`src/rtl/sram_burst_ctrl.sv`:
```
// Sequenced burst controller for an asynchronous SRAM with a shared data bus.
// Each beat is SETUP -> ACCESS (WAIT_CYC cycles) -> HOLD; all outputs but cmd_ready are registered.
module sram_burst_ctrl #(
  parameter int DATA_W   = 8,
  parameter int ADDR_W   = 11,
  parameter int WAIT_CYC = 1,
  parameter int LEN_W    = 4
) (
  input  logic              clk,
  input  logic              rst,
  input  logic              cmd_valid,
  output logic              cmd_ready,
  input  logic              cmd_wr,
  input  logic [ADDR_W-1:0] cmd_addr,
  input  logic [LEN_W-1:0]  cmd_len,
  input  logic              wd_valid,
  output logic              wd_ready,
  input  logic [DATA_W-1:0] wdata,
  output logic [DATA_W-1:0] rdata,
  output logic              rvalid,
  output logic              done,
  output logic              busy,
  output logic [ADDR_W-1:0] sram_addr,
  output logic [DATA_W-1:0] sram_dq_out,
  output logic              sram_dq_oe,
  input  logic [DATA_W-1:0] sram_dq_in,
  output logic              sram_we_n,
  output logic              sram_oe_n
);

  localparam int WAIT_W = (WAIT_CYC > 1) ? $clog2(WAIT_CYC) : 1;

  typedef enum logic [1:0] {IDLE, SETUP, ACCESS, HOLD} state_t;

  state_t              state_q, state_d;
  logic                wr_q, wr_d;
  logic [LEN_W-1:0]    len_q, len_d;
  logic [WAIT_W-1:0]   wait_q, wait_d;
  logic [ADDR_W-1:0]   addr_q, addr_d;
  logic [DATA_W-1:0]   dq_out_q, dq_out_d;
  logic [DATA_W-1:0]   rdata_q, rdata_d;
  logic                rvalid_q, rvalid_d;
  logic                done_q, done_d;
  logic                busy_q, busy_d;
  logic                wd_ready_q, wd_ready_d;
  logic                we_n_q, we_n_d;
  logic                oe_n_q, oe_n_d;
  logic                dq_oe_q, dq_oe_d;

  always_ff @(posedge clk or posedge rst) begin
    if (rst) begin
      state_q    <= IDLE;
      wr_q       <= 1'b0;
      len_q      <= '0;
      wait_q     <= '0;
      addr_q     <= '0;
      dq_out_q   <= '0;
      rdata_q    <= '0;
      rvalid_q   <= 1'b0;
      done_q     <= 1'b0;
      busy_q     <= 1'b0;
      wd_ready_q <= 1'b0;
      we_n_q     <= 1'b1;
      oe_n_q     <= 1'b1;
      dq_oe_q    <= 1'b0;
    end else begin
      state_q    <= state_d;
      wr_q       <= wr_d;
      len_q      <= len_d;
      wait_q     <= wait_d;
      addr_q     <= addr_d;
      dq_out_q   <= dq_out_d;
      rdata_q    <= rdata_d;
      rvalid_q   <= rvalid_d;
      done_q     <= done_d;
      busy_q     <= busy_d;
      wd_ready_q <= wd_ready_d;
      we_n_q     <= we_n_d;
      oe_n_q     <= oe_n_d;
      dq_oe_q    <= dq_oe_d;
    end
  end

  always_comb begin
    state_d  = state_q;
    wr_d     = wr_q;
    len_d    = len_q;
    wait_d   = wait_q;
    addr_d   = addr_q;
    dq_out_d = dq_out_q;
    rdata_d  = rdata_q;
    case (state_q)
      IDLE: begin
        if (cmd_valid) begin
          wr_d    = cmd_wr;
          addr_d  = cmd_addr;
          len_d   = cmd_len;
          state_d = SETUP;
        end
      end
      SETUP: begin
        // a write waits here until data arrives so the strobe never fires empty
        if (!wr_q) begin
          wait_d  = WAIT_W'(WAIT_CYC - 1);
          state_d = ACCESS;
        end else if (wd_valid && wd_ready_q) begin
          dq_out_d = wdata;
          wait_d   = WAIT_W'(WAIT_CYC - 1);
          state_d  = ACCESS;
        end
      end
      ACCESS: begin
        if (wait_q == '0) begin
          if (!wr_q) rdata_d = sram_dq_in;
          state_d = HOLD;
        end else begin
          wait_d = wait_q - WAIT_W'(1);
        end
      end
      HOLD: begin
        if (len_q == '0) begin
          state_d = IDLE;
        end else begin
          len_d   = len_q - LEN_W'(1);
          addr_d  = addr_q + ADDR_W'(1);
          state_d = SETUP;
        end
      end
      default: state_d = IDLE;
    endcase
  end

  // registered outputs are derived from the upcoming state so they align with it
  always_comb begin
    busy_d     = (state_d != IDLE);
    wd_ready_d = (state_d == SETUP) && wr_d;
    we_n_d     = !((state_d == ACCESS) && wr_d);
    oe_n_d     = !((state_d == ACCESS) && !wr_d);
    dq_oe_d    = wr_d && ((state_d == ACCESS) || (state_d == HOLD));
    rvalid_d   = (state_d == HOLD) && !wr_d;
    done_d     = (state_d == HOLD) && (len_q == '0);
  end

  assign cmd_ready   = (state_q == IDLE);
  assign wd_ready    = wd_ready_q;
  assign rdata       = rdata_q;
  assign rvalid      = rvalid_q;
  assign done        = done_q;
  assign busy        = busy_q;
  assign sram_addr   = addr_q;
  assign sram_dq_out = dq_out_q;
  assign sram_dq_oe  = dq_oe_q;
  assign sram_we_n   = we_n_q;
  assign sram_oe_n   = oe_n_q;

endmodule
```
`config.mk`:
```
export PLATFORM = sky130hd
export DESIGN_NAME = sram_burst_ctrl
export DESIGN_NICKNAME = d
export VERILOG_FILES = /design/src/rtl/sram_burst_ctrl.sv
export SDC_FILE = /design/constraint.sdc
export NUM_CORES = 1
export LEC_CHECK = 0
export CAP_MARGIN = 40
export CORE_MARGIN = 5
export CORE_UTILIZATION = 45
export CTS_CLUSTER_DIAMETER = 200
export CTS_CLUSTER_SIZE = 14
export DETAILED_ROUTE_END_ITERATION = 10
export GPL_ROUTABILITY_DRIVEN = 0
export PLACE_DENSITY = 0.81
export RECOVER_POWER = 25
export SLEW_MARGIN = 0
export SYNTH_ARGS = -nofsm -noshare
export SYNTH_HDL_FRONTEND = slang
export SYNTH_SLANG_ARGS = --single-unit
export TNS_END_PERCENT = 20
```
`constraint.sdc`:
```
create_clock -name clk -period 4.4 [get_ports clk]
set_clock_uncertainty 0.05 [all_clocks]
set_input_delay 0.88 -clock clk [delete_from_list [all_inputs] [get_ports clk]]
set_output_delay 0.88 -clock clk [all_outputs]
set_load 0.05 [all_outputs]
```
==> qor.yml, run 1 <==
status: "finished, violations left"
violations: "capacitance limit, slew limit"
total_power_mw: 2.242
worstMarginPinSlew_ns: 2.149
hold_class: "flip-flop to flip-flop"
r2r_slack_ns: 2.06
slew_violations: 42
drt_iter0_markers: 88
avgRoutedWirePerCell_um: 15.22
grt.overflow.total: 0
vias: 1579
synth_ff_type: "dfrtp_1"
synth_xor_area_share_pct: 0
synthMuxAreaShare_pct: 10.86
antenna_found_initial: 0
antennaDiodeCount: 0
drtPass1Iterations: 4
min_period_ns: 2.953
cts_buffer_depth: 2
drt.antenna.violating_nets: 0
power_density_mw_per_mm2: 823.3
crit_path_max_fanout: 41
final_area_sq_mm: 0.002723
synth_compound_area_share_pct: 14.67
synth_simple_gate_area_share_pct: 15.19
critPathKind: "primary input to asynchronous set/reset pin"
drt-vias-per-instance: 5.426
worst_setup_path_end_kind: "asynchronous set/reset pin"
clock-sinks: 41
grt_max_degree: 42
seq_area_frac_synth_pct: 53.14
drive_gt1_share_pct: 12.86
syn_inst: 171
setup_violations: 0
rows: 23
postCtsSetupBuffers: 0
h-tree-depth: 2
multi_input_area_sq_um: 810.8
synthesis.yosys.warnings: 0
ff_latch_area_sq_mm: 0.001028
grt_setup_unrepaired: "false"
layout_setup_ws_ns: 1.447
final_core_util_pct: 66.63
synth.avg_cell_area_sq_um: 11.32
synth_seq_cells: 41
relSlewSlack_pct: -43.27
holdWs_ns: 0.4597
dp_worst_setup_slack_ns: 1.806
fillers: 332
rr_worst_depth: 4
numCtsBuffers: 5
hpwl_um: 3280
ir_worst_vdd_uv: 493.6
initial_core_util_pct: 47.37
finalCritPeriodShare_pct: 67.12
gr-usage-all-layers_pct: 17.02
syn_nets: 209
io_pins: 71
synthAdderAreaFrac_pct: 1.293
final-hold-violation-count: 0
synth_cell_types: 42
critPathRequiredTime_ns: 4.31
cp-start-kind: "primary input"
syn_to_final_growth_pct: 40.66
port_buffers: 70
stdcell_count: 291
wl_um: 4428
cts_root_buffer: "clkbuf_8"
coreArea_sq_mm: 0.004086
min_path_cells: 1
place_inst: 283
power.leakage_nw: 1.140
die_w_um: 75.59
max_freq_mhz: 338.6
async_reset_ff_share_pct: 100.0
drv_cap: 1
fp.dieArea_sq_mm: 0.005713
synth_top_family_by_area: "simple AND/OR/NAND/NOR gates"
clkTransAtPathRegs_ns: 0.07
postCtsHoldBufs: 0
drc_errors: 0
grt_pass1_vias: 1597
cts_tree: "done"
die_h_um: 75.59
synth_edf_count: 0
dpl_cell_area_sq_mm: 0.002639
arrival_ns: 2.86
syn_area_sq_mm: 0.001936
tns_ns: 0
grt_pass1_wl_um: 7355
layout.nets: 278
worstSkewPairLatency_ns: 0.28
cts.repair.resized: 0
## final timing paths
check	start	end
min in group asynchronous	rst	rdata[1]$_DFFE_PP0P_
max in group clk	state_q[1]$_DFF_PP0_	cmd_ready
min	sram_dq_out[1]$_DFFE_PP0P_	sram_dq_out[1]$_DFFE_PP0P_
max reg2reg	state_q[1]$_DFF_PP0_	sram_addr[9]$_DFFE_PP0P_
min reg2reg	sram_dq_out[1]$_DFFE_PP0P_	sram_dq_out[1]$_DFFE_PP0P_
max	rst	sram_dq_out[4]$_DFFE_PP0P_
## critical path, cell delays in order
cell and delay [ns]:
clkdlybuf4s50_1 0.39, inv_1 0.05, clkbuf_1 1.53
## kinds of logic after synthesis
group	count (synthesis)
and+or+nand+nor	50
AOI/OAI and AO/OA	43
DFF	41
muxes	19
buffers and inverters	16
adders and majority gates	2
## cells in the mapped netlist (all sizes together) (3+ instances only)
library cell | instances | area (sq um)
dfrtp | 39 | 975.9
a21oi | 16 | 95.10
mux2 | 16 | 180.2
nand3 | 11 | 55.05
o21ai | 11 | 55.05
nor2 | 9 | 36.29
nand2 | 8 | 30.03
buf | 7 | 56.30
inv | 7 | 26.28
nand4 | 4 | 31.28
a2bb2oi | 3 | 26.28
mux2i | 3 | 30.03
nand2b | 3 | 18.77
o22ai | 3 | 18.77
## placed cells by master (no fill, tap or decap), types with 2 or more instances in the layout
cell and instances:
a21oi_1 14, a2bb2oi_1 3, a31oi_1 2, and2_1 2, and3_1 2, and4_1 2
and4b_1 2, clkbuf_1 3, clkbuf_8 6, clkdlybuf4s50_1 70, dfrtp_1 39, dfstp_2 2
ha_1 2, inv_1 7, mux2_2 16, mux2i_1 3, nand2_1 8, nand2b_1 3
nand3_1 11, nand4_1 3, nor2_1 9, nor3_1 2, o21ai_0 11, o22a_1 2
o22ai_1 3
## final cells by class
| type | instances | area share (%) |
|---|---|---|
| Clock buffer | 8 | 3.309 |
| Inverter | 7 | 0.9651 |
| Multi-Input combinational cell | 114 | 29.78 |
| Sequential cell | 41 | 37.78 |
| Tap cell | 50 | 2.298 |
| Timing Repair Buffer | 71 | 25.87 |
## report_power, final
group | total [mW] | leakage, nW | switching (mW) | internal [mW]
logic | 1.31 | 0.601 | 0.824 | 0.482
registers | 0.692 | 0.493 | 0.145 | 0.547
clock network | 0.244 | 0.0455 | 0.117 | 0.128
## metal layers
layer	GRT usage (%)	vias up	share of wire [%]
met5	0	-	0
met1	21.09	763	40
li1	-	760	-
met3	6.201	6	7.4
met4	6.408	0	0.84
met2	27.23	50	52
## state kept, by name, summed over array words and instances, names as in the netlist
name / count
len_q: 4
sram_addr: 11
wr_q: 1
rdata: 8
busy: 1
sram_dq_oe: 1
sram_dq_out: 8
sram_we_n: 1
wd_ready: 1
state_q: 2
done: 1
rvalid: 1
sram_oe_n: 1
Power figures use the tool's default switching activity.
==> run 2, diff against run 1 <==
--- a/config.mk
+++ b/config.mk
@@ -7,12 +7,12 @@
 export LEC_CHECK = 0
 export CAP_MARGIN = 40
 export CORE_MARGIN = 5
-export CORE_UTILIZATION = 45
+export CORE_UTILIZATION = 44
 export CTS_CLUSTER_DIAMETER = 200
 export CTS_CLUSTER_SIZE = 14
 export DETAILED_ROUTE_END_ITERATION = 10
 export GPL_ROUTABILITY_DRIVEN = 0
-export PLACE_DENSITY = 0.81
+export PLACE_DENSITY = 0.79
 export RECOVER_POWER = 25
 export SLEW_MARGIN = 0
 export SYNTH_ARGS = -nofsm -noshare
==> constraint.sdc (replaced) <==
create_clock -name clk -period 2.9 [get_ports clk]
set_clock_uncertainty 0.05 [all_clocks]
set_input_delay 0.58 -clock clk [delete_from_list [all_inputs] [get_ports clk]]
set_output_delay 0.58 -clock clk [all_outputs]
set_load 0.05 [all_outputs]
==> run 2 against run 1 <==
The run now ends clean. Global-route usage decreased by 0.80 points. Die area increased by 2.0%. Hold slack barely moved. Sequential share of layout area decreased by 0.60 points. Utilization fell by 2.7 points. Sequential cell count did not move. First-iteration DRC count is 58% higher. Combinational power up 53%. Wire length up 5.2%. Sequential power grew 53%. Final cell count up 1.0%. Critical endpoint is now cmd_ready.
==> qor.yml, run 2 (synthesis results as in run 1) <==
worstReg2RegStart: "len_q[0]$_DFFE_PP0P_"
place_inst: 286  # +1.1%
max_stage_delay_ns: 0.81  # -0.72 ns
tns_ns: 0  # unchanged
die_h_um: 76.33  # +0.98%
status: "completed"
fp.dieArea_sq_mm: 0.005826  # +2.0%
critPathRequiredTime_ns: 2.27  # -2.04 ns
dp_worst_setup_slack_ns: 0.5889  # -1.217 ns
largest_reg_flops: 11  # unchanged
gr-usage-all-layers_pct: 16.22  # -0.80 points
layout.nets: 279  # +0.36%
relSlewSlack_pct: 32.48  # +76 points
hold_path_startpoint: "sram_dq_out[4]$_DFFE_PP0P_"
r2r_slack_ns: 0.78  # -1.28 ns
coreArea_sq_mm: 0.004324  # +5.8%
cp-start-kind: "flip-flop"
cts_root_buffer: "clkbuf_8"
hold_class: "flip-flop to flip-flop"
crit_path_max_fanout: 9  # -78%
io_pins: 71  # unchanged
rr_endpoint: "sram_addr[5]$_DFFE_PP0P_"
setup_violations: 0  # unchanged
grt_setup_unrepaired: "false"
clkTransAtPathRegs_ns: 0.08  # about the same
layout_commonest_cell: "clkdlybuf4s50_1"
power.leakage_nw: 1.160  # +1.8%
total_power_mw: 3.542  # +58%
power_density_mw_per_mm2: 1280  # +56%
cts_tree: "done"
stdcell_count: 294  # +1.0%
grt.overflow.total: 0  # unchanged
drt.antenna.violating_nets: 0  # unchanged
drc_errors: 0  # unchanged
rows: 24  # +4.3%
final_cell_mix: "69 x clkdlybuf4s50_1, 39 x dfrtp_1, 16 x mux2_2"
worst_setup_path_end_kind: "output pin"
fillers: 379  # +14%
numCtsBuffers: 5  # unchanged
path_buf_inv: 1  # -2
avgRoutedWirePerCell_um: 15.85  # +4.2%
drtPass1Iterations: 4  # unchanged
holdWs_ns: 0.4594  # -0.0003330 ns
syn_to_final_growth_pct: 42.92
worstMarginPinSlew_ns: 1.013  # -1.136 ns
postCtsHoldBufs: 0  # unchanged
finalCritPeriodShare_pct: 81.72
port_buffers: 70  # unchanged
cts.repair.resized: 0  # unchanged
min_period_ns: 2.370
startpoint: "state_q[0]$_DFF_PP0_"
drt_iter0_markers: 139  # +58%
crit_cells: 2  # -1
grt_max_degree: 42  # unchanged
drive_gt1_share_pct: 14.88  # +2.0 points
hpwl_um: 3284  # +0.13%
postCtsSetupBuffers: 0  # unchanged
vias: 1555  # -1.5%
critPathKind: "flip-flop to output pin"
antenna_found_initial: 0  # unchanged
cts_buffer_depth: 2  # unchanged
layout_setup_ws_ns: 0.5302  # -0.9167 ns
critical-path-top-delay-family: "buffers and inverters"
path_cells: "nor2_1 -> clkdlybuf4s50_1"
drv_cap: 0  # -1
h-tree-depth: 2  # unchanged
cpMaxStageDelayCell: "clkdlybuf4s50_1"
initial_core_util_pct: 44.76  # -2.6 points
slew_violations: 0  # -100%
die_w_um: 76.33  # +0.98%
rr_worst_depth: 6  # +2
arrival_ns: 1.74  # -1.12 ns
grt_pass1_wl_um: 7714  # +4.9%
drt-vias-per-instance: 5.289  # -2.5%
clock-sinks: 41  # unchanged
worstSkewPairLatency_ns: 0.30  # +0.02 ns
ir_worst_vdd_uv: 808.7  # +64%
final-hold-violation-count: 0  # unchanged
grt_pass1_vias: 1605  # +0.50%
wl_um: 4660  # +5.2%
antennaDiodeCount: 0  # unchanged
max_freq_mhz: 422.0
critPathCapture: "cmd_ready"
run 2: cell count changes in the layout (fill, tap and decap cells not counted), sizes merged:
cell / previous run / this run
dlygate4sd3: 0 / 1
buf: 0 / 1
clkinvlp: 0 / 1
clkdlybuf4s50: 70 / 69
clkbuf: 9 / 7
bufinv: 0 / 1
run 2: through the flow:
step | instance area, sq um | util, %
after detailed placement | 2649 | 61.26
after global routing | 2766 | 63.98
after global placement | 2649 | 61.26
after CTS | 2769 | 64.03
final | 2766 | 63.98
after floorplan | 1936 | -
run 2: power by group:
group          total, mW  internal (mW)  switching (mW)
combinational       2.00          0.738            1.26
sequential          1.06          0.829           0.227
clock              0.488          0.280           0.208
total               3.54           1.85            1.70
run 2: layout make-up:
class                   instances  area, sq um  share of cell area, %
inverters                       7        26.28                 0.9498
clock buffers                   6        82.58                  2.985
repair buffers                 72        713.2                  25.78
well taps                      52        65.06                  2.352
clock inverters                 2        37.54                  1.357
multi-input cells             114        813.3                  29.40
flip-flops and latches         41         1028                  37.18
run 2: routing by layer:
metal | wire (um) | global-route usage, % | vias to the layer above
li1 | - | - | 757
met1 | 2023 | 20.26 | 750
met2 | 2342 | 27.05 | 44
met3 | 264 | 5.556 | 4
met4 | 29 | 3.671 | 0
met5 | 0 | 0 | -
run 2: worst min path at each step:
stage                            endpoint  slack [ns]  depth (start not counted)
3_3_place_gp   sram_dq_out[6]$_DFFE_PP0P_        0.44                          1
6_report       sram_dq_out[4]$_DFFE_PP0P_        0.46                          1
2_1_floorplan        len_q[3]$_DFFE_PP0P_        0.45                          2
5_1_grt        sram_dq_out[5]$_DFFE_PP0P_        0.49                          1
4_1_cts        sram_dq_out[3]$_DFFE_PP0P_        0.46                          1
3_5_place_dp   sram_dq_out[1]$_DFFE_PP0P_        0.45                          1
